--- config.mk ---
export PLATFORM = sky130hd
export DESIGN_NAME = clk_monitor
export DESIGN_NICKNAME = d
export VERILOG_FILES = /design/src/rtl/clk_monitor.sv
export SDC_FILE = /design/constraint.sdc
export NUM_CORES = 1
export LEC_CHECK = 0
export ABC_AREA = 1
export CORE_ASPECT_RATIO = 1.75
export CORE_MARGIN = 5
export CORE_UTILIZATION = 56
export DETAILED_ROUTE_END_ITERATION = 10
export PLACE_DENSITY = 0.89
export SLEW_MARGIN = 5
export SYNTH_ARGS = -nofsm -noshare
export SYNTH_HDL_FRONTEND = slang
export SYNTH_SLANG_ARGS = --single-unit
export TNS_END_PERCENT = 10
--- constraint.sdc ---
create_clock -name clk -period 2.05 [get_ports clk]
set_input_delay 0.205 -clock clk [delete_from_list [all_inputs] [get_ports clk]]
set_output_delay 0.205 -clock clk [all_outputs]
set_load 0.01 [all_outputs]
--- src/rtl/clk_monitor.sv ---
// clk_monitor: measures period and high time of an asynchronous clock (clk_in) in reference
// clock cycles, checks both against programmed windows and flags a lost input clock.
module clk_monitor #(
    parameter int unsigned CNT_W      = 16,
    parameter int unsigned EXP_PERIOD = 100,
    parameter int unsigned PER_TOL    = 2,
    parameter int unsigned EXP_HIGH   = 50,
    parameter int unsigned HIGH_TOL   = 2,
    parameter int unsigned TIMEOUT    = 1000
) (
    input  logic             clk,
    input  logic             rst_n,
    input  logic             enable,
    input  logic             clk_in,
    output logic [CNT_W-1:0] period_cnt,
    output logic [CNT_W-1:0] high_cnt,
    output logic             meas_valid,
    output logic             freq_ok,
    output logic             duty_ok,
    output logic             clk_lost,
    output logic [CNT_W-1:0] fail_cnt
);

    // Window bounds are held one bit wider than the counters so that neither the lower
    // bound (tolerance larger than expectation) nor the upper bound can wrap.
    localparam logic [CNT_W:0] PER_LO  = (PER_TOL > EXP_PERIOD) ? '0
                                         : (CNT_W+1)'(EXP_PERIOD - PER_TOL);
    localparam logic [CNT_W:0] PER_HI  = (CNT_W+1)'(EXP_PERIOD + PER_TOL);
    localparam logic [CNT_W:0] HIGH_LO = (HIGH_TOL > EXP_HIGH) ? '0
                                         : (CNT_W+1)'(EXP_HIGH - HIGH_TOL);
    localparam logic [CNT_W:0] HIGH_HI = (CNT_W+1)'(EXP_HIGH + HIGH_TOL);

    localparam logic [CNT_W-1:0] CNT_MAX   = {CNT_W{1'b1}};
    localparam logic [CNT_W-1:0] CNT_ONE   = CNT_W'(1);
    localparam logic [CNT_W-1:0] TIMEOUT_C = CNT_W'(TIMEOUT);

    typedef enum logic [1:0] {
        StIdle,
        StArm,
        StMeasure
    } state_e;

    state_e           state_q, state_d;
    logic             s1_q, s1_d;
    logic             s2_q, s2_d;
    logic             s3_q, s3_d;
    logic [CNT_W-1:0] per_q, per_d;
    logic [CNT_W-1:0] hi_q, hi_d;
    logic [CNT_W-1:0] period_cnt_q, period_cnt_d;
    logic [CNT_W-1:0] high_cnt_q, high_cnt_d;
    logic             meas_valid_q, meas_valid_d;
    logic             freq_ok_q, freq_ok_d;
    logic             duty_ok_q, duty_ok_d;
    logic             clk_lost_q, clk_lost_d;
    logic [CNT_W-1:0] fail_cnt_q, fail_cnt_d;

    logic             rise;
    logic             level;
    logic             per_in_win;
    logic             hi_in_win;
    logic             timed_out;

    function automatic logic [CNT_W-1:0] sat_inc(input logic [CNT_W-1:0] v);
        return (v == CNT_MAX) ? v : v + CNT_ONE;
    endfunction

    // Two-flop synchronizer plus one history flop for edge detection.
    always_comb begin
        s1_d = clk_in;
        s2_d = s1_q;
        s3_d = s2_q;
    end

    assign rise  = s2_q & ~s3_q;
    assign level = s2_q;

    // Window checks on the running counters, evaluated when a rise closes a period.
    always_comb begin
        per_in_win = ({1'b0, per_q} >= PER_LO)  && ({1'b0, per_q} <= PER_HI);
        hi_in_win  = ({1'b0, hi_q}  >= HIGH_LO) && ({1'b0, hi_q}  <= HIGH_HI);
        timed_out  = (per_q >= TIMEOUT_C);
    end

    // Next-state logic: FSM, measurement counters and registered outputs.
    always_comb begin
        state_d      = state_q;
        per_d        = per_q;
        hi_d         = hi_q;
        period_cnt_d = period_cnt_q;
        high_cnt_d   = high_cnt_q;
        meas_valid_d = 1'b0;
        freq_ok_d    = freq_ok_q;
        duty_ok_d    = duty_ok_q;
        clk_lost_d   = clk_lost_q;

        if (!enable) begin
            // Disable wins from any state; an unfinished period is simply dropped.
            state_d    = StIdle;
            per_d      = '0;
            hi_d       = '0;
            freq_ok_d  = 1'b0;
            duty_ok_d  = 1'b0;
            clk_lost_d = 1'b0;
        end else begin
            unique case (state_q)
                StIdle: begin
                    state_d    = StArm;
                    per_d      = '0;
                    hi_d       = '0;
                    freq_ok_d  = 1'b0;
                    duty_ok_d  = 1'b0;
                    clk_lost_d = 1'b0;
                end
                StArm: begin
                    // The partial period before the first seen edge is never reported.
                    if (rise) begin
                        state_d    = StMeasure;
                        per_d      = CNT_ONE;
                        hi_d       = CNT_ONE;
                        clk_lost_d = 1'b0;
                    end
                end
                StMeasure: begin
                    // A rise on the timeout cycle still counts as a rise.
                    if (rise) begin
                        period_cnt_d = per_q;
                        high_cnt_d   = hi_q;
                        meas_valid_d = 1'b1;
                        freq_ok_d    = per_in_win;
                        duty_ok_d    = hi_in_win;
                        per_d        = CNT_ONE;
                        hi_d         = CNT_ONE;
                    end else if (timed_out) begin
                        state_d    = StArm;
                        clk_lost_d = 1'b1;
                        freq_ok_d  = 1'b0;
                        duty_ok_d  = 1'b0;
                        per_d      = '0;
                        hi_d       = '0;
                    end else begin
                        per_d = sat_inc(per_q);
                        if (level) begin
                            hi_d = sat_inc(hi_q);
                        end
                    end
                end
                default: begin
                    state_d = StIdle;
                end
            endcase
        end
    end

    // Failure counter trails meas_valid by one cycle and saturates; only reset clears it.
    always_comb begin
        fail_cnt_d = fail_cnt_q;
        if (meas_valid_q && !(freq_ok_q && duty_ok_q)) begin
            fail_cnt_d = sat_inc(fail_cnt_q);
        end
    end

    // State registers with asynchronous active-low reset.
    always_ff @(posedge clk or negedge rst_n) begin
        if (!rst_n) begin
            state_q      <= StIdle;
            s1_q         <= 1'b0;
            s2_q         <= 1'b0;
            s3_q         <= 1'b0;
            per_q        <= '0;
            hi_q         <= '0;
            period_cnt_q <= '0;
            high_cnt_q   <= '0;
            meas_valid_q <= 1'b0;
            freq_ok_q    <= 1'b0;
            duty_ok_q    <= 1'b0;
            clk_lost_q   <= 1'b0;
            fail_cnt_q   <= '0;
        end else begin
            state_q      <= state_d;
            s1_q         <= s1_d;
            s2_q         <= s2_d;
            s3_q         <= s3_d;
            per_q        <= per_d;
            hi_q         <= hi_d;
            period_cnt_q <= period_cnt_d;
            high_cnt_q   <= high_cnt_d;
            meas_valid_q <= meas_valid_d;
            freq_ok_q    <= freq_ok_d;
            duty_ok_q    <= duty_ok_d;
            clk_lost_q   <= clk_lost_d;
            fail_cnt_q   <= fail_cnt_d;
        end
    end

    assign period_cnt = period_cnt_q;
    assign high_cnt   = high_cnt_q;
    assign meas_valid = meas_valid_q;
    assign freq_ok    = freq_ok_q;
    assign duty_ok    = duty_ok_q;
    assign clk_lost   = clk_lost_q;
    assign fail_cnt   = fail_cnt_q;

endmodule

==> flow_metrics.env <==
export IMPL_outcome="complete, no violations"
export IMPL_ios=56
export IMPL_yosysUniqueCellTypes=36
export IMPL_tightest_slew_ns=0.4787
export IMPL_dp_cells=697
export IMPL_antenna_cells=0
export IMPL_area_growth_pct=21.85
export IMPL_yosysWarningCount=0
export IMPL_die_area_um2=10000
export IMPL_timing_final_crit_share_pct=96.65
export IMPL_cts_root_buf="clkbuf_16"
export IMPL_grt_overflow_total=0
export IMPL_htree_levels=3
export IMPL_ant_nets=0
export IMPL_yosys_area_top_type="dfrtp_1"
export IMPL_hp_class="in2reg"
export IMPL_r2r_slack_ns=0.07
export IMPL_cp_end_kind="flip-flop"
export IMPL_met2_length_um=6223
export IMPL_ir_worst_vdd_v=0.0006822
export IMPL_p_per_area_nw_per_um2=860.2
export IMPL_synthCells=554
export IMPL_cts_sinks=89
export IMPL_wl_met1_um=4108
export IMPL_hold_violations=0
export IMPL_synth_top_area_share_pct=49.49
export IMPL_seq_power_share_pct=42.2
export IMPL_final_cells=714
export IMPL_grt_max_degree=57
export IMPL_grt_pass1_vias=4074
export IMPL_synth_edff_count=0
export IMPL_rows=43
export IMPL_antenna_found_initial=0
export IMPL_wl_met3_um=532
export IMPL_io_buffers=55
export IMPL_clockBufferDepth=2
export IMPL_reg2reg_to="per_q[2]$_DFFE_PN0P_"
export IMPL_die_x_um=77.77
export IMPL_max_slew_margin_pct=67.79
export IMPL_final_setup_tns_ns=0
export IMPL_drc=0
export IMPL_dp_hpwl_um=8565
export IMPL_synth_common_cells="140 x nand2_1, 89 x dfrtp_1, 64 x inv_1"
export IMPL_top_layer="met4"
export IMPL_p_leak_uw=0.002521
export IMPL_grt_usage_pct=24.41
export IMPL_firstDrtPassIters=7
export IMPL_vias=3949
export IMPL_setup_slack_ns=0.06872
export IMPL_fmax_mhz=504.7
export IMPL_rsz0062_at_grt="yes"
export IMPL_min_delay_worst_endpoint="s1_q$_DFF_PN0_"
export IMPL_p_sw_uw=1483
export IMPL_wl_um=11560
export IMPL_r2r_start="state_q[0]$_DFFE_PN0P_"
export IMPL_gp_congestion=1.030
export IMPL_path_class="reg2reg"
export IMPL_tritoncts="built"
export IMPL_drv_cap=0
export IMPL_power_frac_comb_pct=22.6
export IMPL_crit_arrival_ns=2.24
export IMPL_total_power_uw=4718
export IMPL_setup_violations=0
export IMPL_grt_pass1_wl_um=19190
export IMPL_synthMostInstantiatedCell="nand2_1"
export IMPL_postLayoutCoreUtil_pct=69.34
export IMPL_drv_slew=0
export IMPL_wl_per_cell_um=16.19
export IMPL_dp_slack_ns=0.03713
export IMPL_start_kind="flip-flop"
export IMPL_avgSynthCellArea_um2=8.124
export IMPL_worstPathRequired_ns=2.31
export IMPL_crit_path_max_fanout=19
export IMPL_clk_pin_slew_ns=0.06
export IMPL_intPower_uw=3234
export IMPL_swShare_pct=31.44
export IMPL_die_y_um=128.6
export IMPL_drt_iter0_drc=396
export IMPL_skew_ns=0.005896
export IMPL_synth_fp_nets=567
export IMPL_core_area_um2=7909
export IMPL_drive_gt1_share_pct=9.295
export IMPL_worstSkewPairLatency_ns=0.34
export IMPL_power_share_clock_pct=35.2
export IMPL_min_path_cells=1
export IMPL_synthArstFlopShare_pct=100.0
export IMPL_layout_nets=632
export IMPL_routed_via_density=5.531
export IMPL_seq_area_frac_synth_pct=49.49
export IMPL_synthesis_area_um2=4501
export IMPL_reg2regPathDepth=10
export IMPL_synthTopCellsByArea="dfrtp_1 49%, nand2_1 12%, inv_1 5.3%, nor2_1 5.3%, o21ai_0 4.9%"
export IMPL_synth_seq_cells=89
export IMPL_min_from="clk_in"
export IMPL_cts_inserted_buffers=9
export IMPL_initial_core_util_pct=56.91
export IMPL_period_needed_ns=1.981
export IMPL_synthFlopType="dfrtp_1"
## power groups by stage
stage | combinational (µW) | clock [µW] | sequential (µW)
2_1_floorplan | 708 | 0 | 2020
3_3_place_gp | 1000 | 0 | 2010
3_5_place_dp | 1050 | 0 | 2020
4_1_cts | 1050 | 1680 | 1990
5_1_grt | 1200 | 1760 | 2010
6_report | 1070 | 1660 | 1990
## per-layer routing
metal,vias to the layer above,global-route usage (%)
li1,1903,-
met1,1851,25.86
met2,140,42.69
met3,55,5.252
met4,0,16.30
met5,-,0
## cell families after synthesis
group           count (synthesis)  synth area share, %
fa+ha+maj                       9                2.502
simple gates                  284                28.00
flops                          89                49.49
xor+xnor                       17                3.308
buf+inv                        81                7.895
compound gates                 74                8.813
## stage by stage
step / instance area, µm² / hold WS (ns)
floorplan: 4501 / -0.09059
global placement: 5160 / 0.1825
detailed placement: 5160 / 0.1965
CTS: 5468 / 0.2839
global route: 5484 / 0.2881
finish: 5484 / 0.2946
## worst max-delay path, cell delays in order (launching register included)
cell	delay [ns]
dfrtp_1	0.39
inv_1	0.09
ha_1	0.25
nor2_2	0.17
nand3_1	0.14
nand2_4	0.16
inv_2	0.06
buf_4	0.20
nand2_2	0.12
o21ai_0	0.12
a21oi_1	0.18
## cells in the final DEF (no fill, tap or decap), types with 8 or more instances in the layout
cell type and count:
a21oi_1 17, buf_4 11, clkbuf_16 9, clkdlybuf4s50_1 54
dfrtp_1 89, ha_1 9, inv_1 64, nand2_1 138
nand3_1 29, nand4_1 15, nor2_1 60, nor2_2 8
nor3_1 14, o21ai_0 44, xor2_1 13
## cell type report
class,count,area [µm²]
fillers,638,2425
repair buffers,68,664.4
flip-flops and latches,89,2227
clock buffers,11,242.7
multi-input cells,384,1931
well taps,90,112.6
clock inverters,5,55.05
inverters,67,251.5
## how the worst max path moves through the flow
stage               slack (ns)                 endpoint              startpoint  depth (start not counted)
floorplan                 0.33     per_q[0]$_DFFE_PN0P_  state_q[0]$_DFFE_PN0P_                         11
global placement          0.14  high_cnt[7]$_DFFE_PN0P_                  enable                          6
detailed placement        0.04     per_q[2]$_DFFE_PN0P_                  enable                         10
CTS                       0.08     per_q[2]$_DFFE_PN0P_  state_q[0]$_DFFE_PN0P_                         10
global route             -0.04     per_q[2]$_DFFE_PN0P_  state_q[0]$_DFFE_PN0P_                         10
finish                    0.07     per_q[2]$_DFFE_PN0P_  state_q[0]$_DFFE_PN0P_                         10
## flip-flops by register name, indices dropped and copies added, names as in the netlist
register	flops
meas_valid	1
hi_q	16
state_q	2
s3_q	1
level	1
high_cnt	16
freq_ok	1
clk_lost	1
duty_ok	1
fail_cnt	16
s1_q	1
period_cnt	16
per_q	16
## timing repair
item / in CTS / in global routing
hold buffers: 1 / 0
setup endpoints to repair: 0 / 45
gates resized for setup: 0 / 6
setup buffers: 0 / 0
hold endpoints to repair: 34 / 0
Note: power is estimated with default switching activity, not from simulation.
